**config.mk**
```make
export PLATFORM = sky130hd
export DESIGN_NAME = apb_timer
export DESIGN_NICKNAME = d
export VERILOG_FILES = /design/src/rtl/apb_timer_pkg.sv /design/src/rtl/apb_timer_prescaler.sv /design/src/rtl/apb_timer.sv
export SDC_FILE = /design/constraint.sdc
export NUM_CORES = 1
export LEC_CHECK = 0
export BUFFER_PORTS_ARGS = -buffer_cell sky130_fd_sc_hd__clkbuf_2
export CORE_MARGIN = 8
export CORE_UTILIZATION = 50
export CTS_BUF_LIST = sky130_fd_sc_hd__clkbuf_4
export DETAILED_ROUTE_END_ITERATION = 7
export PLACE_DENSITY = 0.83
export SYNTH_ARGS = -nofsm -noshare
export SYNTH_HDL_FRONTEND = slang
export SYNTH_HIERARCHICAL = 1
export SYNTH_SLANG_ARGS = --single-unit
```
**constraint.sdc**
```tcl
create_clock -name PCLK -period 2.4 [get_ports PCLK]
set_input_delay 0.36 -clock PCLK [delete_from_list [all_inputs] [get_ports PCLK]]
set_output_delay 0.36 -clock PCLK [all_outputs]
set_load 0.05 [all_outputs]
```
**src/rtl/apb_timer_pkg.sv**
```systemverilog
// Shared definitions for the APB timer: register indices, CTRL layout and
// the byte-strobe write merge helper.
package apb_timer_pkg;

    localparam logic [3:0] REG_CTRL   = 4'd0;
    localparam logic [3:0] REG_LOAD   = 4'd1;
    localparam logic [3:0] REG_COUNT  = 4'd2;
    localparam logic [3:0] REG_STATUS = 4'd3;

    localparam int unsigned CTRL_EN      = 0;
    localparam int unsigned CTRL_ONESHOT = 1;
    localparam int unsigned CTRL_IRQEN   = 2;
    localparam int unsigned CTRL_PS_LSB  = 8;
    localparam int unsigned CTRL_PS_MSB  = 15;

    // Full 32-bit image of CTRL; the reserved fields only ever hold zero.
    typedef struct packed {
        logic [15:0] rsvd_hi;
        logic [7:0]  prescale;
        logic [4:0]  rsvd_lo;
        logic        irqen;
        logic        oneshot;
        logic        en;
    } ctrl_t;

    function automatic logic [31:0] strb_merge(input logic [31:0] old_val,
                                               input logic [31:0] new_val,
                                               input logic [3:0]  strb);
        logic [31:0] res;
        res = old_val;
        for (int unsigned i = 0; i < 4; i++) begin
            if (strb[i]) res[i*8 +: 8] = new_val[i*8 +: 8];
        end
        return res;
    endfunction

endpackage

```
**src/rtl/apb_timer_prescaler.sv**
```systemverilog
// Clock divider: ticks once every (prescale+1) cycles while enabled;
// the count restarts from zero whenever disabled or cleared.
module apb_timer_prescaler #(
    parameter int PS_WIDTH = 8
) (
    input  logic                PCLK,
    input  logic                PRESET,
    input  logic                en,
    input  logic                clr,
    input  logic [PS_WIDTH-1:0] prescale,
    output logic                tick
);

    logic [PS_WIDTH-1:0] ps_cnt;

    assign tick = en & (ps_cnt == prescale);

    always_ff @(posedge PCLK or posedge PRESET) begin
        if (PRESET) begin
            ps_cnt <= '0;
        end else if (!en || clr || tick) begin
            ps_cnt <= '0;
        end else begin
            ps_cnt <= ps_cnt + PS_WIDTH'(1);
        end
    end

endmodule

```
**src/rtl/apb_timer.sv**
```systemverilog
// APB4 down-counting timer: zero-wait register file, prescaled 32-bit
// counter with auto-reload / one-shot, sticky expiry flag and level IRQ.
module apb_timer
    import apb_timer_pkg::*;
#(
    parameter int PDATA_SIZE = 32,
    parameter int CNT_WIDTH  = 32,
    parameter int PS_WIDTH   = 8
) (
    input  logic                    PCLK,
    input  logic                    PRESET,
    input  logic                    PSEL,
    input  logic                    PENABLE,
    input  logic                    PWRITE,
    input  logic [PDATA_SIZE/8-1:0] PSTRB,
    input  logic [3:0]              PADDR,
    input  logic [PDATA_SIZE-1:0]   PWDATA,
    output logic [PDATA_SIZE-1:0]   PRDATA,
    output logic                    PREADY,
    output logic                    PSLVERR,
    output logic                    irq_o
);

    localparam logic [7:0] PS_MASK = 8'((1 << PS_WIDTH) - 1);

    ctrl_t                ctrl;
    logic [CNT_WIDTH-1:0] load;
    logic [CNT_WIDTH-1:0] count;
    logic                 exp_flag;
    logic                 tick;

    logic access, mapped, wr, rd;
    logic ctrl_wr, load_wr, count_wr, status_wr;
    logic expire;

    assign access    = PSEL & PENABLE;
    assign mapped    = (PADDR <= REG_STATUS);
    assign wr        = access & PWRITE & mapped;
    assign rd        = access & ~PWRITE & mapped;
    assign ctrl_wr   = wr & (PADDR == REG_CTRL);
    assign load_wr   = wr & (PADDR == REG_LOAD);
    assign count_wr  = wr & (PADDR == REG_COUNT);
    assign status_wr = wr & (PADDR == REG_STATUS);

    // A direct COUNT write pre-empts the tick, so it can never expire.
    assign expire = tick & ~count_wr & (count == '0);

    apb_timer_prescaler #(
        .PS_WIDTH (PS_WIDTH)
    ) u_prescaler (
        .PCLK     (PCLK),
        .PRESET   (PRESET),
        .en       (ctrl.en),
        .clr      (ctrl_wr),
        .prescale (ctrl.prescale[PS_WIDTH-1:0]),
        .tick     (tick)
    );

    always_ff @(posedge PCLK or posedge PRESET) begin
        if (PRESET) begin
            ctrl <= '0;
        end else begin
            if (expire && ctrl.oneshot) ctrl.en <= 1'b0;
            // Later assignment wins: a written EN overrides the one-shot stop.
            if (ctrl_wr && PSTRB[0]) begin
                ctrl.en      <= PWDATA[CTRL_EN];
                ctrl.oneshot <= PWDATA[CTRL_ONESHOT];
                ctrl.irqen   <= PWDATA[CTRL_IRQEN];
            end
            if (ctrl_wr && PSTRB[1]) begin
                ctrl.prescale <= PWDATA[CTRL_PS_MSB:CTRL_PS_LSB] & PS_MASK;
            end
        end
    end

    always_ff @(posedge PCLK or posedge PRESET) begin
        if (PRESET) begin
            load <= '0;
        end else if (load_wr) begin
            load <= CNT_WIDTH'(strb_merge(32'(load), PWDATA, PSTRB));
        end
    end

    always_ff @(posedge PCLK or posedge PRESET) begin
        if (PRESET) begin
            count <= '0;
        end else if (count_wr) begin
            count <= CNT_WIDTH'(strb_merge(32'(count), PWDATA, PSTRB));
        end else if (tick) begin
            if (count != '0) begin
                count <= count - CNT_WIDTH'(1);
            end else if (!ctrl.oneshot) begin
                count <= load;
            end
        end
    end

    // Hardware set has priority over a simultaneous write-1-to-clear.
    always_ff @(posedge PCLK or posedge PRESET) begin
        if (PRESET) begin
            exp_flag <= 1'b0;
        end else if (expire) begin
            exp_flag <= 1'b1;
        end else if (status_wr && PSTRB[0] && PWDATA[0]) begin
            exp_flag <= 1'b0;
        end
    end

    assign irq_o   = exp_flag & ctrl.irqen;
    assign PREADY  = 1'b1;
    assign PSLVERR = access & ~mapped;

    always_comb begin
        PRDATA = '0;
        if (rd) begin
            case (PADDR)
                REG_CTRL:   PRDATA = PDATA_SIZE'(ctrl);
                REG_LOAD:   PRDATA = PDATA_SIZE'(load);
                REG_COUNT:  PRDATA = PDATA_SIZE'(count);
                REG_STATUS: PRDATA = PDATA_SIZE'(exp_flag);
                default:    PRDATA = '0;
            endcase
        end
    end

endmodule

```
Yosys cells after proc, flatten, opt, wreduce, memory -nomap -nowiden
Cells that the tools add are included.

storage, ports and cells
  register bits = 84
  output and inout bits = 35
  bits of input ports = 45

cells by class
  $lt $le $gt $ge = 1
  reduce and logical (&&, ||, !) cells = 22
  add/sub/neg operators = 2
  muxes and demuxes = 15
  bitwise gates (word level) = 17
  equal/unequal tests = 9

operator list
  operator                 count
  $mux W32                 5
  $pmux W32 S4             1
  $mux W8                  5
  $logic_not A32 Y1        1
  $reduce_bool A32 Y1      1
  $sub A32 B1 Y32 const B  1
  $and A1 B1 Y1            14
  $reduce_and A3 Y1        4
  $add A8 B1 Y8 const B    1
  $eq A4 B2 Y1 const B     2
  $eq A8 B8 Y1             1
  $ne A2 B2 Y1 const B     4
  $reduce_and A2 Y1        4
  $reduce_bool A2 Y1       3
  $logic_and A1 B1 Y1      5
  $eq A4 B1 Y1 const B     1
  $le A4 B2 Y1 const B     1
  $logic_not A4 Y1         1
  $mux W1                  4
  $ne A3 B1 Y1 const B     1
  $not A1 Y1               3
  $logic_or A1 B1 Y1       2
  $logic_not A1 Y1         1

Logic depth before layout (Yosys ltp)
  depth in word-level cells = 10
  gate-level depth with buffers = 11

By module
Netlist, hierarchy kept.

by module, submodules not included
  module               seq. area each (um2)  area each (um2)  times used  cells an instance
  apb_timer            1,901.8               4,901.0          1           552
  apb_timer_prescaler  200.2                 489.2            1           48

Least setup slack after synthesis
OpenSTA, ideal clock, no wires.

  path type = flip-flop to flip-flop
  start point = register u_prescaler.ps_cnt[6]
  end point = register count[6]
  setup slack = -0.183 ns
  arrival = 2.501 ns
  library setup time = 0.082 ns
  cell stages (with the launch flop) = 11
  cell sequence = dfrtp_1 > xor2_1 > nor4_2 > and3_1 > a21bo_2 > buf_2 > a21boi_0 > a31oi_2 > buf_2 > nor2_1 > a31oi_1

on the way
  cells in the longest elaborated chain, start to end = 4

RTL lines
  element                              RTL line                   text
  from (decl)                          apb_timer_prescaler.sv:14  logic [PS_WIDTH-1:0] ps_cnt;
  from (signal assigned)               apb_timer_prescaler.sv:24  ps_cnt <= ps_cnt + PS_WIDTH'(1);
  $eq A8 B8 Y1                         apb_timer_prescaler.sv:16  assign tick = en & (ps_cnt == prescale);
  $and A1 B1 Y1                        apb_timer_prescaler.sv:16
  via tick                             apb_timer.sv:30            logic tick;
  $reduce_bool A2 Y1 (no source line)  n/a
  $reduce_and A3 Y1 (no source line)   n/a
  to (signal assigned)                 apb_timer.sv:88            count <= CNT_WIDTH'(strb_merge(32'(count), PWDATA, PSTRB));
  to (signal assigned)                 apb_timer.sv:91            count <= count - CNT_WIDTH'(1);
  to (signal assigned)                 apb_timer.sv:93            count <= load;
  to (decl)                            apb_timer.sv:28            logic [CNT_WIDTH-1:0] count;

The timed path passes the listed nets, and every way through them passes these cells.
A chain may end at the register's enable or synchronous reset.

Final worst setup path
  start point = register count[30]
  end point = register count[16]

on the way
  cells in the longest elaborated chain, start to end = 4
  elaborated cells between the ends (all ways) = 6
  those cells by class = 1 x eq/ne; 3 x mux; 2 x reduce/logical

RTL lines
  element                  RTL line         text
  $reduce_bool A32 Y1 (*)  apb_timer.sv:90  if (count != '0) begin
  $mux W32                 apb_timer.sv:90
  $mux W32                 apb_timer.sv:89  end else if (tick) begin
  $mux W32                 apb_timer.sv:87  end else if (count_wr) begin

Every way passes the cells marked *; elsewhere a longest branch is shown, timed or not. The select of a mux whose other input is x is not followed.

==> out/metrics.cfg <==
[synth]
ys.flop_type=dfrtp_1
ys_ff_latch=84
synth_area_per_cell_um2=8.98
synth_edf_count=0
synthesis.area_mm2=0.00539
synth-seq-area-share=0.390
synthTopCellsByArea=dfrtp_1, mux2_2, nor2_1
synth.top_cell.area_share=0.390
yosys_warnings=48
syn-num-nets=648
async_reset_ff_frac=1.00
ys_types=65
yosysTopAreaCell=dfrtp_1
syn-instance-count=600

[critical_path]
cp_cell_sequence=or4_4 > nor4_4 > buf_4 > nand4_4 > buf_4 > clkbuf_16 > o21ai_1 > a21oi_1 > o22a_1
crit_top_cell=buf_4
cp.arrival_ps=2820
path_class=reg2reg
slowest_delay_ps=580
cpMaxStageDelayCell=or4_4
cp.required_ps=2750
cp_max_fo=11
start_kind=register
cp-end-kind=register

[drt]
drc=0
first_iter_violations=643
drt-vias-per-instance=6.52
wl_per_cell_um=20.9
num_vias=5717
ant_nets=0
firstDrtPassIters=6
drt_wl_total_mm=18.3

[timing]
setup_ws_ps=-74.5
slew_headroom=0.591
period_needed_ps=2470
tightest_slew_ps=612
fin_hold_ws_ps=127
timing.fmax_mhz=404
period_share=1.03
finalSetupViolCount=10
rsz0062_at_grt=true
timing.final.hold_violations=0
skew_ps=10.5
slew_viol_final=0

[worst_hold_path]
hold_path_class=in2reg

[placed_design]
hpwlAfterDp_mm=12.4
globalplace.congestion=0.927
port_buffers=78

[power_and_ir_drop]
cellLeakagePower_uw=0.00321
power_density_mw_per_mm2=561
ir_drop_mv=0.271

[floorplanning]
fp-row-count=38
core_mm2=0.0107
start_util=0.504
ios=80
dieArea_mm2=0.0144
die_w_um=120
die_h_um=120

[final_layout]
final_common_cell=dfrtp_1
drive_above_1_share=0.352
layout.nets=779
layout_common_cells=dfrtp_1, buf_4, nor2_1
nFillCells=803
finish.utilization=0.678
syn2layout_area_growth_pct=34.6

[clock_network]
clk_latency_ps=460
cts_tree=yes
clk_path_buf_depth=2
clkTransAtPathRegs_ps=130
cts.sinks=84
cts_root_buf=clkbuf_4
cts_buffers=9
htreeDepth=3

[global_routing]
grtUsageTotal=0.234
grt_overflow=0
grt_pass1_wl_mm=27.5
antenna_found_initial=1
grt_pass1_vias=5593
grt_start_max_net_pins=51

[status]
violations=setup timing
outcome=finished with violations

[job]
drv_cap=0

[layer usage]
layer / vias up / GRT usage / share of wire
met5: - / 0 / 0
met1: 2738 / 0.279 / 0.38
met4: 0 / 0.130 / 0.046
li1: 2481 / - / -
met2: 408 / 0.390 / 0.49
met3: 90 / 0.0437 / 0.088
[critical path: cells and delay by family, from the launching register on]
| family | cells | cell delay [ps] |
|---|---|---|
| flip-flops | 1 | 410 |
| AND/OR/NAND/NOR | 3 | 1030 |
| AO/OA/AOI/OAI | 3 | 390 |
| buffers and inverters | 3 | 520 |
[area by class of cell]
| type | count | area, um2 | area share |
|---|---|---|---|
| flip-flops and latches | 84 | 2100 | 0.290 |
| clock buffers | 9 | 67.6 | 0.00931 |
| clock inverters | 7 | 57.6 | 0.00793 |
| multi-input cells | 461 | 3190 | 0.440 |
| diodes | 1 | 2.50 | 0.000345 |
| well taps | 140 | 175 | 0.0241 |
| repair buffers | 164 | 1620 | 0.223 |
| inverters | 11 | 41.3 | 0.00569 |
[cells by family after synthesis]
logic type,after synthesis,synth area share
AO/OA/AOI/OAI,167,0.209
AND/OR/NAND/NOR,214,0.201
multiplexers,55,0.112
adder cells (fa/ha/maj),3,0.00696
flip-flops,84,0.390
other,1,0.000696
buffers and inverters,56,0.0471
XOR/XNOR,20,0.0325
[stage by stage]
| step | area, um2 | setup TNS [ps] | power (uW) | std cells | setup slack [ps] |
|---|---|---|---|---|---|
| after CTS | 6970 | -5.08 | 3930 | 861 | -5.08 |
| after global routing | 7260 | -2020 | 4260 | 877 | -138 |
| after detailed placement | 6810 | -147 | 3130 | 844 | -33.3 |
| after global placement | 6810 | 0 | 3070 | 844 | 15.4 |
| final | 7260 | -325 | 4070 | 877 | -74.5 |
| after floorplan | 5440 | -519 | 2590 | 600 | -46.7 |
[state kept, by name, indices dropped and copies added (netlist names)]
name / flops
count: 32
ctrl: 11
exp_flag: 1
load: 32
u_prescaler/ps_cnt: 8
[repair_timing]
item                       CTS  global route
pin swaps                    1            12
hold buffers                 1             0
gates cloned                 0             5
gates resized for setup      5            32
setup endpoints to repair   23            27
hold endpoints to repair    34             0
setup buffers                0            10
[power breakdown]
| group | switching (uW) | internal, uW |
|---|---|---|
| registers | 193 | 1610 |
| clock network | 507 | 304 |
| logic | 788 | 665 |
[worst paths after layout]
path,cells after the start,to,slack [ps],startpoint
max in group asynchronous,4,load[18],1190,PRESET
setup reg to reg,9,count[16],-70,count[30]
hold reg to reg,1,load[6],550,load[6]
hold / removal,3,count[25],130,PWDATA[25]
setup / recovery,9,count[16],-70,count[30]
min in group asynchronous,3,u_prescaler/ps_cnt[6],390,PRESET
[cells in the mapped netlist, types with 4 or more instances]
cell type and n:
a211o_1 4, a211oi_1 5, a21oi_1 41, a22oi_1 26
a31oi_1 19, and3_1 7, buf_2 10, clkbuf_1 28
dfrtp_1 84, inv_1 11, mux2_2 44, mux2i_1 11
nand2_1 55, nand3_1 16, nand4_1 7, nor2_1 73
nor3_1 7, nor4_1 10, o211ai_1 13, o21a_1 4
o21ai_0 18, o21ai_1 4, o31ai_1 4, or3_1 12
or4_1 4, xnor2_1 8, xor2_1 12
Note: power is estimated with default switching activity, not from simulation.
